File: config.mk
export PLATFORM = sky130hd
export DESIGN_NAME = bist_controller
export DESIGN_NICKNAME = d
export VERILOG_FILES = /design/src/rtl/bist_pkg.sv /design/src/rtl/bist_pattern_counter.sv /design/src/rtl/bist_controller.sv
export SDC_FILE = /design/constraint.sdc
export NUM_CORES = 1
export LEC_CHECK = 0
export CAP_MARGIN = 15
export CORE_AREA = 2 2 39 41
export DETAILED_ROUTE_END_ITERATION = 6
export DIE_AREA = 0 0 41 43
export PLACE_DENSITY_LB_ADDON = 0.3
export SYNTH_ARGS = -nofsm -noshare
export SYNTH_HDL_FRONTEND = slang
export SYNTH_HIERARCHICAL = 1
export SYNTH_SLANG_ARGS = --single-unit
File: constraint.sdc
create_clock -name clock -period 1.8 [get_ports clock]
set_input_delay 0.45 -clock clock [delete_from_list [all_inputs] [get_ports clock]]
set_output_delay 0.45 -clock clock [all_outputs]
set_load 0.01 [all_outputs]
File: src/rtl/bist_pkg.sv
// Shared definitions for the logic-BIST sequencer: state encoding and
// default geometry of the pattern run and signature compare.
package bist_pkg;

  localparam int         DEF_PATTERN_COUNT = 15;
  localparam int         DEF_SIG_WIDTH     = 4;
  localparam logic [3:0] DEF_GOLDEN_SIG    = 4'b1010;

  typedef enum logic [2:0] {
    ST_IDLE    = 3'd0,
    ST_INIT    = 3'd1,
    ST_RUN     = 3'd2,
    ST_COMPARE = 3'd3,
    ST_DONE    = 3'd4
  } state_t;

endpackage

File: src/rtl/bist_pattern_counter.sv
// Counts applied BIST patterns; clear has priority over enable.
// Flags the terminal cycle (count == PATTERN_COUNT-1) combinationally.
// The controller stops enabling at PATTERN_COUNT, so the count never wraps.
module bist_pattern_counter #(
  parameter int PATTERN_COUNT = 15,
  parameter int CNT_WIDTH     = $clog2(PATTERN_COUNT + 1)
) (
  input  logic                 clock,
  input  logic                 reset,
  input  logic                 clear,
  input  logic                 enable,
  output logic [CNT_WIDTH-1:0] count,
  output logic                 terminal
);

  assign terminal = (count == CNT_WIDTH'(PATTERN_COUNT - 1));

  // Pattern count register: cleared on run entry, advanced once per RUN cycle.
  always_ff @(posedge clock or posedge reset) begin
    if (reset) begin
      count <= '0;
    end else if (clear) begin
      count <= '0;
    end else if (enable) begin
      count <= count + CNT_WIDTH'(1);
    end
  end

endmodule

File: src/rtl/bist_controller.sv
// Logic-BIST sequencer: seeds LFSR, clears MISR, runs PATTERN_COUNT cycles,
// freezes the MISR and compares its signature against GOLDEN_SIG.
// Optional macro BIST_SIG_CAPTURE_EN adds a sig_captured output holding the last compared signature.
import bist_pkg::*;

module bist_controller #(
  parameter int                   PATTERN_COUNT = DEF_PATTERN_COUNT,
  parameter int                   SIG_WIDTH     = DEF_SIG_WIDTH,
  parameter logic [SIG_WIDTH-1:0] GOLDEN_SIG    = SIG_WIDTH'(DEF_GOLDEN_SIG),
  localparam int                  CNT_WIDTH     = $clog2(PATTERN_COUNT + 1)
) (
  input  logic                 clock,
  input  logic                 reset,
  input  logic                 start,
  input  logic [SIG_WIDTH-1:0] signature,
  output logic                 lfsr_load,
  output logic                 lfsr_en,
  output logic                 misr_rst,
  output logic                 misr_en,
  output logic                 busy,
  output logic                 done,
  output logic                 pass,
  output logic [CNT_WIDTH-1:0] pattern_cnt
`ifdef BIST_SIG_CAPTURE_EN
  ,
  output logic [SIG_WIDTH-1:0] sig_captured
`endif
);

  state_t state;
  state_t state_next;
  logic   cnt_clear;
  logic   cnt_enable;
  logic   cnt_terminal;

  bist_pattern_counter #(
    .PATTERN_COUNT (PATTERN_COUNT),
    .CNT_WIDTH     (CNT_WIDTH)
  ) u_pattern_counter (
    .clock    (clock),
    .reset    (reset),
    .clear    (cnt_clear),
    .enable   (cnt_enable),
    .count    (pattern_cnt),
    .terminal (cnt_terminal)
  );

  // State register; reset aborts any run in progress straight to IDLE.
  always_ff @(posedge clock or posedge reset) begin
    if (reset) begin
      state <= ST_IDLE;
    end else begin
      state <= state_next;
    end
  end

  // Next-state and Moore output decode; start only matters in IDLE and DONE.
  always_comb begin
    state_next = state;
    lfsr_load  = 1'b0;
    lfsr_en    = 1'b0;
    misr_rst   = 1'b0;
    misr_en    = 1'b0;
    busy       = 1'b0;
    done       = 1'b0;
    case (state)
      ST_IDLE: begin
        if (start) state_next = ST_INIT;
      end
      ST_INIT: begin
        lfsr_load  = 1'b1;
        misr_rst   = 1'b1;
        busy       = 1'b1;
        state_next = ST_RUN;
      end
      ST_RUN: begin
        lfsr_en = 1'b1;
        misr_en = 1'b1;
        busy    = 1'b1;
        if (cnt_terminal) state_next = ST_COMPARE;
      end
      ST_COMPARE: begin
        busy       = 1'b1;
        state_next = ST_DONE;
      end
      ST_DONE: begin
        done = 1'b1;
        if (start) state_next = ST_INIT;
      end
      default: state_next = ST_IDLE;
    endcase
  end

  // Counter is zeroed on the edge entering INIT so INIT already shows 0.
  assign cnt_clear  = (state_next == ST_INIT);
  assign cnt_enable = (state == ST_RUN);

  // Compare result: captured while the MISR is frozen, dropped when a rerun starts.
  always_ff @(posedge clock or posedge reset) begin
    if (reset) begin
      pass <= 1'b0;
    end else if (state == ST_COMPARE) begin
      pass <= (signature == GOLDEN_SIG);
    end else if (state_next == ST_INIT) begin
      pass <= 1'b0;
    end
  end

`ifdef BIST_SIG_CAPTURE_EN
  // Signature snapshot taken at the compare edge for debug readout.
  always_ff @(posedge clock or posedge reset) begin
    if (reset) begin
      sig_captured <= '0;
    end else if (state == ST_COMPARE) begin
      sig_captured <= signature;
    end else if (state_next == ST_INIT) begin
      sig_captured <= '0;
    end
  end
`else
  // No signature snapshot register in this build.
`endif

endmodule

==> flow_summary.json <==
{
  "grtUsageTotal": 0.1382,
  "finalClockSkew_ns": 0.004770,
  "syn_area_sq_um": 451.7,
  "setup_tns_ns": 0,
  "cts_root_buf": "clkbuf_4",
  "place_congestion": 0.6891,
  "postRouteAntennaNets": 0,
  "maxCapViolCount": 0,
  "grt_max_degree": 8,
  "seqPwrFrac": 0.302,
  "synth_seq_cells": 8,
  "die_y_um": 43,
  "wirelength_mm": 1.040,
  "pwr-share-clk": 0.125,
  "syn-instance-count": 44,
  "critPathLaunchType": "flip-flop",
  "io_pins": 18,
  "drc_errors": 0,
  "grt_overflow": 0,
  "synth.top_cell.area_share": 0.4432,
  "synthTopCellsByArea": "dfrtp_1, ha_1, nor2_1",
  "grt_pass1_wl_mm": 1.607,
  "grt_antenna_before_repair": 0,
  "synth_flop_cell": "dfrtp_1",
  "hold_viol": 0,
  "drt_iter0_markers": 2,
  "final_layout_size_suffix_gt1_frac": 0.2609,
  "insertion_delay_ns": 0.25,
  "ir_worst_vdd_mv": 0.6532,
  "clk_pin_slew_worst_paths_ns": 0.05,
  "std_cell_rows": 14,
  "status": "finished, final reports clean",
  "ys_types": 25,
  "start_util": 0.3264,
  "synthArstFlopShare": 1.000,
  "routedWlPerCell_um": 12.24,
  "area_growth_pct": 55.96,
  "post-route-period-util": 0.9514,
  "p_int_w": 0.0006652,
  "p_leak_nw": 0.3581,
  "end_kind": "output port",
  "hold_buffers": 0,
  "final_nets": 80,
  "diodes": 0,
  "cp.arrival_ns": 1.26,
  "cts_max_level": 1,
  "numCtsBuffers": 3,
  "powerDensity_mw_per_mm2": 1482,
  "place_area_sq_um": 641.9,
  "fmax_mhz": 584.0,
  "rsz0062_at_grt": "false",
  "dr_total_vias": 405,
  "final-max-slew-violation-count": 0,
  "viasPerCell": 4.765,
  "swShare": 0.3630,
  "synth_nets": 53,
  "grt_pass1_vias": 367,
  "dieArea_sq_mm": 0.001763,
  "clock_path_buffers": 2,
  "pwr-share-comb": 0.573,
  "p_switching_w": 0.0003791,
  "min_path_type": "primary input to asynchronous set/reset pin",
  "synth_area_per_cell_sq_um": 10.27,
  "drt_pass1_iterations": 4,
  "hpwl_um": 725.9,
  "worstPathRequired_ns": 1.35,
  "cts_tree": "yes",
  "final_area_sq_um": 704.4,
  "yosysSeqAreaShare": 0.4432,
  "crit_fanout": 4,
  "yosys_warnings": 6,
  "worstMarginPinSlew_ns": 0.2594,
  "synth_edf_count": 0,
  "core_area_sq_mm": 0.001384,
  "dieWidth_um": 41,
  "cts_sinks": 8,
  "yosysMostFrequentCell": "dfrtp_1",
  "port_buffers": 17,
  "post-synth-top-area-cell": "dfrtp_1",
  "slew_headroom": 0.8247,
  "synth_common_cells": "dfrtp_1, nor2_1, inv_1",
  "finalSetupViolations": 0,
  "min_period_ns": 1.712,
  "critPathKind": "flip-flop to output port"
}
## kinds of logic (layout without fill, tap and decap cells)
group,after synthesis,after routing,synth area share
AND/OR/NAND/NOR,19,19,0.2798
AO/OA/AOI/OAI,7,7,0.1025
adder cells (fa/ha/maj),2,2,0.05539
buffers and inverters,6,31,0.06646
flip-flops,8,8,0.4432
multiplexers,1,1,0.03323
XOR/XNOR,1,1,0.01939
## per-layer routing
| layer | GRT usage | vias up | wire [um] |
|---|---|---|---|
| met5 | 0 | - | 0 |
| met1 | 0.1773 | 194 | 446 |
| met3 | 0.03141 | 0 | 72 |
| met4 | 0.08000 | 0 | 0 |
| li1 | - | 198 | - |
| met2 | 0.2031 | 13 | 522 |
## stage by stage
stage,std cells,worst slack (ns),hold slack (ns),power (W),utilization
5_1_grt,85,0.008716,0.4278,0.001134,0.5090
2_1_floorplan,44,0.2107,0.2161,0.0006092,-
6_report,85,0.08754,0.4119,0.001044,0.5090
4_1_cts,85,0.03685,0.4014,0.001048,0.5054
3_5_place_dp,77,0.05428,0.5793,0.0008636,0.4638
3_3_place_gp,77,0.06593,0.5481,0.0008572,0.4638
## critical path, cell delays in order, from the launching register on
cell and delay [ns]:
dfrtp_1 0.40, buf_4 0.16, nor3b_4 0.19, buf_4 0.15, buf_2 0.12
## what timing repair did
action                                  4_1_cts  5_1_grt
buffers inserted                              5        0
pin swaps                                     1        1
endpoints found under the setup margin        6        2
gates resized for setup                      11        2
gates cloned                                  0        0
## final timing paths
kind,cells past startpoint,slack [ns],end,startpoint
hold / removal,2,0.41,state[2],reset
setup reg to reg,6,0.20,u_pattern_counter/count[3],state[0]
min in group clock,2,0.57,pass,pass
hold reg to reg,2,0.57,pass,pass
max in group asynchronous,2,1.19,u_pattern_counter/count[0],reset
setup / recovery,4,0.09,misr_en,state[0]
## cell type report
class | count | area, sq um
fill | 142 | 679.4
multi-input combinational | 30 | 230.2
timing repair buffer | 24 | 216.5
sequential | 8 | 200.2
clock buffer | 3 | 22.52
tap | 16 | 20.02
inverter | 4 | 15.01
## power by group through the flow
stage / clock (W) / combinational (W) / sequential (W)
after detailed placement: 0 / 0.000539 / 0.000325
after global routing: 0.000149 / 0.000660 / 0.000325
after floorplan: 0 / 0.000276 / 0.000333
after CTS: 0.000141 / 0.000592 / 0.000315
after global placement: 0 / 0.000535 / 0.000322
final: 0.000130 / 0.000598 / 0.000316
## flip-flops by register name, summed over array words and instances, names as in the netlist
signal,count
pass,1
state,3
u_pattern_counter/count,4
## layout by cell type, fill, tap and decap left out, drive strengths merged, types with 2 or more instances in the layout
cell type and instances:
a21oi 2, clkdlybuf4s50 11, dlygate4sd2 4, nor2 6
inv 4, nor2b 3, ha 2, nand3b 2
buf 8, dfrtp 8, clkbuf 3
(Power assumes the default switching activity.)
